**src/rtl/cm_ram_port_arbiter.sv**
```systemverilog
// Round-robin arbiter sharing one cm_ram port among NUM requesters.
// Registered command stage; read data is steered back by a one-hot tag pipeline.
module cm_ram_port_arbiter #(
    parameter int NUM    = 4,
    parameter int ASIZE  = 12,
    parameter int DSIZE  = 36,
    parameter int RD_LAT = 3
) (
    input  logic                   clock,
    input  logic                   rst_n,
    input  logic [NUM-1:0]         req_vld,
    input  logic [NUM-1:0]         req_wr,
    input  logic [NUM*ASIZE-1:0]   req_addr,
    input  logic [NUM*DSIZE-1:0]   req_wdata,
    output logic [NUM-1:0]         req_rdy,
    output logic [NUM-1:0]         rsp_vld,
    output logic [DSIZE-1:0]       rsp_data,
    output logic [ASIZE-1:0]       ram_addr,
    output logic [DSIZE-1:0]       ram_din,
    output logic                   ram_we,
    input  logic [DSIZE-1:0]       ram_dout
);

    localparam int PW = (NUM > 1) ? $clog2(NUM) : 1;

    logic [PW-1:0]      r_ptr;
    logic [ASIZE-1:0]   r_ram_addr;
    logic [DSIZE-1:0]   r_ram_din;
    logic               r_ram_we;
    logic [NUM-1:0]     r_tag [0:RD_LAT];

    logic [2*NUM-1:0]   w_dbl;
    logic [NUM-1:0]     w_grant;
    logic               w_found;
    logic [PW-1:0]      w_gidx;
    logic               w_sel_wr;
    logic [ASIZE-1:0]   w_sel_addr;
    logic [DSIZE-1:0]   w_sel_wdata;

    // Rotate the request vector so the slot after the pointer sits at bit 0, then pick the lowest set bit.
    always_comb begin
        int v_base;
        int v_win;
        v_base      = int'(r_ptr) + 1;
        v_win       = -1;
        w_dbl       = {req_vld, req_vld} >> v_base;
        w_grant     = '0;
        w_found     = 1'b0;
        w_gidx      = '0;
        w_sel_wr    = 1'b0;
        w_sel_addr  = '0;
        w_sel_wdata = '0;
        for (int j = NUM - 1; j >= 0; j--) begin
            if (w_dbl[j]) begin
                v_win = (v_base + j) % NUM;
            end else begin
                v_win = v_win;
            end
        end
        for (int i = 0; i < NUM; i++) begin
            if (i == v_win) begin
                w_grant[i]  = 1'b1;
                w_found     = 1'b1;
                w_gidx      = PW'(i);
                w_sel_wr    = req_wr[i];
                w_sel_addr  = req_addr[i*ASIZE +: ASIZE];
                w_sel_wdata = req_wdata[i*DSIZE +: DSIZE];
            end else begin
                w_grant[i]  = 1'b0;
            end
        end
    end

    // Command register and round-robin pointer; address/data hold on idle cycles.
    always_ff @(posedge clock or negedge rst_n) begin
        if (!rst_n) begin
            r_ptr      <= PW'(NUM - 1);
            r_ram_addr <= '0;
            r_ram_din  <= '0;
            r_ram_we   <= 1'b0;
        end else if (w_found) begin
            r_ptr      <= w_gidx;
            r_ram_addr <= w_sel_addr;
            r_ram_din  <= w_sel_wdata;
            r_ram_we   <= w_sel_wr;
        end else begin
            r_ram_we   <= 1'b0;
        end
    end

    // Read-tag pipeline: stage RD_LAT lines up with ram_dout for the matching command.
    always_ff @(posedge clock or negedge rst_n) begin
        if (!rst_n) begin
            for (int s = 0; s <= RD_LAT; s++) begin
                r_tag[s] <= '0;
            end
        end else begin
            r_tag[0] <= (w_found && !w_sel_wr) ? w_grant : '0;
            for (int s = 1; s <= RD_LAT; s++) begin
                r_tag[s] <= r_tag[s-1];
            end
        end
    end

    assign req_rdy  = w_grant;
    assign ram_addr = r_ram_addr;
    assign ram_din  = r_ram_din;
    assign ram_we   = r_ram_we;
    assign rsp_vld  = r_tag[RD_LAT];
    assign rsp_data = ram_dout;

endmodule

```
**config.mk**
```make
export PLATFORM = sky130hd
export DESIGN_NAME = cm_ram_port_arbiter
export DESIGN_NICKNAME = d
export VERILOG_FILES = /design/src/rtl/cm_ram_port_arbiter.sv
export SDC_FILE = /design/constraint.sdc
export NUM_CORES = 1
export LEC_CHECK = 0
export ABC_AREA = 0
export BUFFER_PORTS_ARGS = -buffer_cell sky130_fd_sc_hd__buf_2
export CORE_AREA = 2 2 130 132
export CTS_CLUSTER_DIAMETER = 100
export DETAILED_ROUTE_END_ITERATION = 8
export DIE_AREA = 0 0 132 134
export SYNTH_ARGS = -nofsm -noshare
export SYNTH_HDL_FRONTEND = slang
export SYNTH_SLANG_ARGS = --single-unit
export TNS_END_PERCENT = 5
```
**constraint.sdc**
```tcl
create_clock -name clock -period 3.8 [get_ports clock]
set_input_delay 0.19 -clock clock [delete_from_list [all_inputs] [get_ports clock]]
set_output_delay 0.19 -clock clock [all_outputs]
set_load 0.03 [all_outputs]
```
==> results.json, run 1 <==
{
  "crit_chain": "nor2b_2, o311ai_4, buf_4, nor2_1, buf_2",
  "die-area_sq_mm": 0.0177,
  "syn-instance-count": 473,
  "synth_edf_count": 0,
  "skew_ns": 0.00649,
  "cp.required_ns": 3.61,
  "dieWidth_microns": 132,
  "ys_ff_latch": 67,
  "ys_seq_area_share_pct": 43.0,
  "cpPeakStageDelay_ns": 0.87,
  "rsz0062_at_grt": "false",
  "worstMarginPinSlew_ns": 1.20,
  "min_period_over_period_pct": 74.3,
  "tns_ns": 0,
  "setup.worst_path.start": "r_ptr[0]$_DFFE_PN1P_",
  "layout_commonest_cell": "buf_2",
  "r2r_cells": 6,
  "seq_power_share_pct": 31.6,
  "status": "complete, but fails checks",
  "tritoncts": "yes",
  "synth_area_per_cell_sq_um": 8.25,
  "grt_pass1_vias": 4198,
  "final-hold-violation-count": 20,
  "die_h_microns": 134,
  "drt_first_iter_violations": 203,
  "start_util_pct": 24.0,
  "crit_path_end": "req_rdy[0]",
  "post_cts_buffers": 0,
  "setup_viol": 0,
  "grt_pass1_wl_microns": 22900,
  "syn_nets": 711,
  "min_path_type": "input pin to asynchronous set/reset pin",
  "antenna_found_initial": 1,
  "worstSetupEndpointType": "output pin",
  "routedWlPerCell_microns": 16.1,
  "p_sw_mw": 1.34,
  "fin_util_pct": 33.2,
  "io_pins": 331,
  "synth.top_cells.by_area": "dfrtp_1 (42%), nand2_1 (14%), o221ai_1 (11%), and3_1 (7.9%), buf_4 (7.7%)",
  "final-max-slew-violation-count": 0,
  "via_count": 4132,
  "synth_top_area_cell": "dfrtp_1",
  "clk_pin_slew_ns": 0.06,
  "synth_top_area_share_pct": 41.7,
  "fin_area_sq_mm": 0.00541,
  "powerDensity_mw_per_mm2": 595,
  "max_cap_violations": 0,
  "clock_sinks": 67,
  "post-route-min-period_ns": 2.82,
  "timing.final.ws_setup_ns": 0.975,
  "place_area_sq_mm": 0.00509,
  "whs_ns": -0.0349,
  "worstPathArrival_ns": 2.63,
  "maxSlewHeadroom_pct": 19.8,
  "gr-total-overflow": 0,
  "fillCellCount": 1775,
  "register_area_sq_mm": 0.00168,
  "cp_max_fo": 27,
  "clockBufferDepth": 2,
  "drc": 0,
  "combinationalPowerShare_pct": 41.6,
  "ys.flop_type": "dfrtp_1",
  "r2r_slack_ns": 1.13,
  "area_growth_pct": 38.6,
  "grt_use_total_pct": 16.7,
  "worstSkewPairLatency_ns": 0.34,
  "multiInputGateArea_sq_mm": 0.00177,
  "nets": 911,
  "pre_cts_slack_ns": 1.08,
  "p_sw_share_pct": 41.8,
  "power.internal_mw": 1.87,
  "fmax_ghz": 0.354,
  "placementRows": 47,
  "path_class": "flip-flop to output pin",
  "reg2reg_from": "r_ptr[1]$_DFFE_PN1P_",
  "layout_common_cells": "buf_2 (257), nand2_1 (144), dfrtp_1 (65)",
  "async_reset_ff_share_pct": 100,
  "numCtsBuffers": 9,
  "ir_drop_uv": 204,
  "io_buffers": 258,
  "place_congestion": 0.785,
  "drive_gt1_share_pct": 43.1,
  "coreArea_sq_mm": 0.0163,
  "violations": "hold timing",
  "timing.rr.end": "r_tag[12]$_DFF_PN0_",
  "netlist_area_sq_mm": 0.00390,
  "grt_max_degree": 68,
  "firstDrtPassIters": 5,
  "ys_warn_count": 0,
  "ant_nets": 0,
  "clockRootBuffer": "clkbuf_16",
  "cts_max_level": 3,
  "crit_path_start_kind": "flip-flop",
  "p_clk_share_pct": 26.8,
  "crit_slowest_cell": "o311ai_4",
  "p_leak_nw": 2.75,
  "drt_wl_total_microns": 14500,
  "place_hpwl_microns": 10100,
  "vias_per_cell": 4.60,
  "synth.distinct_cells": 30
}
-- power groups by stage --
stage | Sequential (mW) | Combinational, mW | Clock [mW]
after floorplan | 1.35 | 0.619 | 0
after global placement | 1.03 | 1.35 | 0
after detailed placement | 1.03 | 1.36 | 0
after CTS | 1.02 | 1.36 | 0.904
after global routing | 1.05 | 1.47 | 0.929
final | 1.02 | 1.34 | 0.861
-- critical path: cells and delay by family (launching register included) --
kind / cells / cell delay, ns
buf+inv: 2 / 0.65
compound gates: 1 / 0.87
simple gates: 2 / 0.17
flops: 1 / 0.59
-- final cells by class --
type | count | share of cell area [%]
Antenna cell | 1 | 0.0463
Clock buffer | 9 | 4.16
Clock inverter | 7 | 1.41
Inverter | 4 | 0.278
Multi-Input combinational cell | 324 | 32.7
Sequential cell | 67 | 31.0
Tap cell | 220 | 5.09
Timing Repair Buffer | 267 | 25.3
-- state kept, by name (all words and copies together), names as in the netlist --
| register | count |
|---|---|
| rsp_vld | 4 |
| r_ptr | 2 |
| ram_we | 1 |
| r_tag | 12 |
| ram_addr | 12 |
| ram_din | 36 |
-- timing repair --
| item | 4_1_cts | 5_1_grt |
|---|---|---|
| hold buffers | 2 | 0 |
| resized for setup | 0 | 0 |
| hold endpoints to repair | 2 | 0 |
-- logic make-up (layout without fill, tap and decap cells) --
family,after synthesis,count (layout),synth area share [%]
buf+inv,82,287,12.7
flops,67,67,43.0
compound gates,108,108,19.6
simple gates,216,216,24.7
other cells,0,1,0
-- worst min path at each step --
| stage | end | slack, ns | depth (start not counted) |
|---|---|---|---|
| after floorplan | r_tag[10]$_DFF_PN0_ | -0.11 | 0 |
| after global placement | r_tag[7]$_DFF_PN0_ | 0.33 | 0 |
| after detailed placement | r_tag[5]$_DFF_PN0_ | 0.33 | 0 |
| after CTS | ram_din[13]$_DFFE_PN0P_ | 0.03 | 1 |
| after global routing | r_tag[13]$_DFF_PN0_ | 0.06 | 2 |
| final | ram_din[12]$_DFFE_PN0P_ | -0.03 | 1 |
-- per-stage QoR --
stage / total power [mW] / instances
after floorplan: 1.97 / 473
after CTS: 3.29 / 898
after detailed placement: 2.39 / 880
after global routing: 3.44 / 899
final: 3.22 / 899
after global placement: 2.37 / 880
-- Yosys cell counts, types with 4 or more instances --
cell type / n
buf_4: 40
o21ai_1: 49
clkbuf_1: 19
and3_1: 49
nand2_1: 144
inv_1: 4
nor2_1: 12
dfrtp_1: 65
buf_2: 17
o221ai_1: 48
-- layer usage --
layer | up-vias | global-route usage, % | wire [microns]
met5 | - | 0 | 0
met4 | 0 | 6.16 | 318
met3 | 23 | 4.38 | 926
met2 | 169 | 29.0 | 7330
met1 | 1918 | 20.0 | 5900
li1 | 2022 | - | -
No activity file was read; power rests on OpenSTA's default activity.
==> run 2: changes to the inputs <==
ABC_AREA = 1   (was 0)
CORE_AREA = 2 2 127 129   (was 2 2 130 132)
DIE_AREA = 0 0 129 131   (was 0 0 132 134)
clock period = 2.53 ns   (was 3.8 ns; I/O delays follow)
==> results.json, run 2 <==
{
  "drc": 0,
  "dpl.cell_count": 1016,
  "setup.worst_path.start": "r_ptr[0]$_DFFE_PN1P_",
  "gr-usage-met2_pct": 31.2,
  "use_met1_pct": 19.7,
  "r2r_slack_ns": 0.15,
  "skew_ns": 0.00900,
  "coreArea_sq_mm": 0.0156,
  "cpPeakStageDelay_ns": 0.58,
  "hold-path-cell-count": 3,
  "die-area_sq_mm": 0.0169,
  "clockRootBuffer": "clkbuf_16",
  "diodes": 0,
  "gr-total-overflow": 0,
  "async_reset_ff_share_pct": 100,
  "syn_nets": 837,
  "grt_pass1_wl_microns": 21900,
  "grt_max_degree": 68,
  "syn-instance-count": 599,
  "ys_warn_count": 0,
  "whs_ns": 0.0156,
  "fin_util_pct": 38.1,
  "start_util_pct": 27.1,
  "synth_top_area_cell": "dfrtp_1",
  "path_common_cell": "nand2_2",
  "layout_common_cells": "buf_2 (254), nand2_1 (248), dfrtp_1 (65)",
  "clock_sinks": 67,
  "synth.distinct_cells": 25,
  "min_from": "req_wdata[94]",
  "die_h_microns": 131,
  "pre_cts_slack_ns": 0.250,
  "path_class": "flip-flop to output pin",
  "yosys-top-cells-count": "nand2_1 (248), dfrtp_1 (65), inv_1 (60)",
  "antenna_found_initial": 0,
  "dieWidth_microns": 129,
  "numCtsBuffers": 9,
  "ys_seq_area_share_pct": 39.7,
  "ys_ff_latch": 67,
  "min_period_over_period_pct": 94.7,
  "worstSkewPairLatency_ns": 0.33,
  "r2r_cells": 17,
  "ys.flop_type": "dfrtp_1",
  "netlist_area_sq_mm": 0.00423,
  "place_congestion": 0.827,
  "busiest_layer": "met2",
  "multiInputGateArea_sq_mm": 0.00183,
  "nets": 1064,
  "max_cap_violations": 0,
  "grt_pass1_vias": 4371,
  "tns_ns": 0,
  "vias_per_cell": 4.44,
  "ir_drop_uv": 963,
  "final_cells": 1047,
  "largest_reg_flops": 36,
  "worstPathArrival_ns": 2.27,
  "worstMarginPinSlew_ns": 0.906,
  "tritoncts": "yes",
  "totalPowerFinal_mw": 10.8,
  "fmax_ghz": 0.418,
  "setup_viol": 0,
  "cp_max_fo": 14,
  "synth_area_per_cell_sq_um": 7.06,
  "crit_chain": "inv_2, nand2_2, nand2_1, nand2_1, nand2_2, inv_2, o21ai_1, nand2_2, nand2_4, buf_8, nor2_4, buf_12, buf_6",
  "final-max-slew-violation-count": 0,
  "layout_commonest_cell": "buf_2",
  "routedWlPerCell_microns": 14.7,
  "crit_path_start_kind": "flip-flop",
  "io_pins": 331,
  "rsz0062_at_grt": "true",
  "via_count": 4650,
  "io_buffers": 258,
  "clk_pin_slew_ns": 0.06,
  "min_path_type": "input pin to flip-flop",
  "register_area_sq_mm": 0.00168,
  "yosysMostFrequentCell": "nand2_1",
  "p_leak_nw": 3.25,
  "hold_path_end": "ram_din[22]$_DFFE_PN0P_",
  "placementRows": 46,
  "ant_nets": 0,
  "drt_wl_total_microns": 15400,
  "status": "complete, no violations",
  "timing.rr.end": "ram_din[3]$_DFFE_PN0P_",
  "grt_use_total_pct": 17.2,
  "crit_slowest_cell": "dfstp_2",
  "place_area_sq_mm": 0.00543,
  "firstDrtPassIters": 5,
  "place_hpwl_microns": 11000,
  "drive_gt1_share_pct": 40.2,
  "post-route-min-period_ns": 2.39,
  "reg2reg_from": "r_ptr[0]$_DFFE_PN1P_",
  "fillCellCount": 1691,
  "worstSetupEndpointType": "output pin",
  "cp.required_ns": 2.40,
  "synth_top_area_share_pct": 38.5,
  "fin_area_sq_mm": 0.00594,
  "cts_max_level": 3,
  "drt_first_iter_violations": 259,
  "area_growth_pct": 40.4,
  "final-hold-violation-count": 0,
  "timing.final.ws_setup_ns": 0.135,
  "clockBufferDepth": 2,
  "powerDensity_mw_per_mm2": 1820,
  "synth.top_cells.by_area": "dfrtp_1 (38%), nand2_1 (22%), buf_4 (8.5%), nand4_1 (7.2%), nand3_1 (6.9%)",
  "maxSlewHeadroom_pct": 39.6,
  "grt_use_met3_pct": 4.36,
  "synth_edf_count": 0
}
## run 2: critical path, delay by kind of cell (launching register included)
kind	cells	cell delay, ns
and+or+nand+nor	7	0.64
buffers and inverters	5	0.62
DFF	1	0.58
AOI/OAI and AO/OA	1	0.07
## run 2: cells by family (layout without fill, tap and decap cells)
family	after synthesis	count (layout)	share of synthesized area, %
AOI/OAI and AO/OA	8	8	1.48
buffers and inverters	137	369	17.2
DFF	67	67	39.7
and+or+nand+nor	387	387	41.6
## run 2: layout make-up
cell class,count,share of cell area (%)
Clock buffer,9,3.79
Clock inverter,7,0.885
Inverter,67,4.24
Multi-Input combinational cell,395,30.8
Sequential cell,67,28.3
Tap cell,216,4.55
Timing Repair Buffer,286,27.5
## run 2: worst max path at each step
stage,end,slack [ns],cells past startpoint
after floorplan,ram_addr[10]$_DFFE_PN0P_,0.65,13
final,req_rdy[0],0.14,13
after global routing,ram_din[11]$_DFFE_PN0P_,-0.02,17
after global placement,ram_din[9]$_DFFE_PN0P_,0.27,16
after detailed placement,ram_din[9]$_DFFE_PN0P_,0.25,16
after CTS,req_rdy[3],0.002,12
## run 2: routing by layer
layer  vias to the layer above  wire (microns)  share of wire, %
li1                       2298               -                 -
met2                       211            7810                51
met1                      2123            6290                41
met4                         0             234               1.5
met5                         -               0                 0
met3                        18            1090               7.1
## run 2: timing repair
action | CTS | global route
endpoints found under the setup margin | 2 | 3
cloned | 1 | 2
buffers inserted | 0 | 5
pin swaps | 0 | 1
hold endpoints to repair | 71 | 0
hold buffers | 7 | 0
resized for setup | 2 | 9
## run 2: power breakdown
group	internal [mW]	leakage, nW	total (mW)	switching [mW]
clock	0.668	0.124	1.18	0.511
sequential	1.66	0.826	1.90	0.244
combinational	2.67	2.30	7.73	5.06
total	5.00	3.25	10.8	5.81
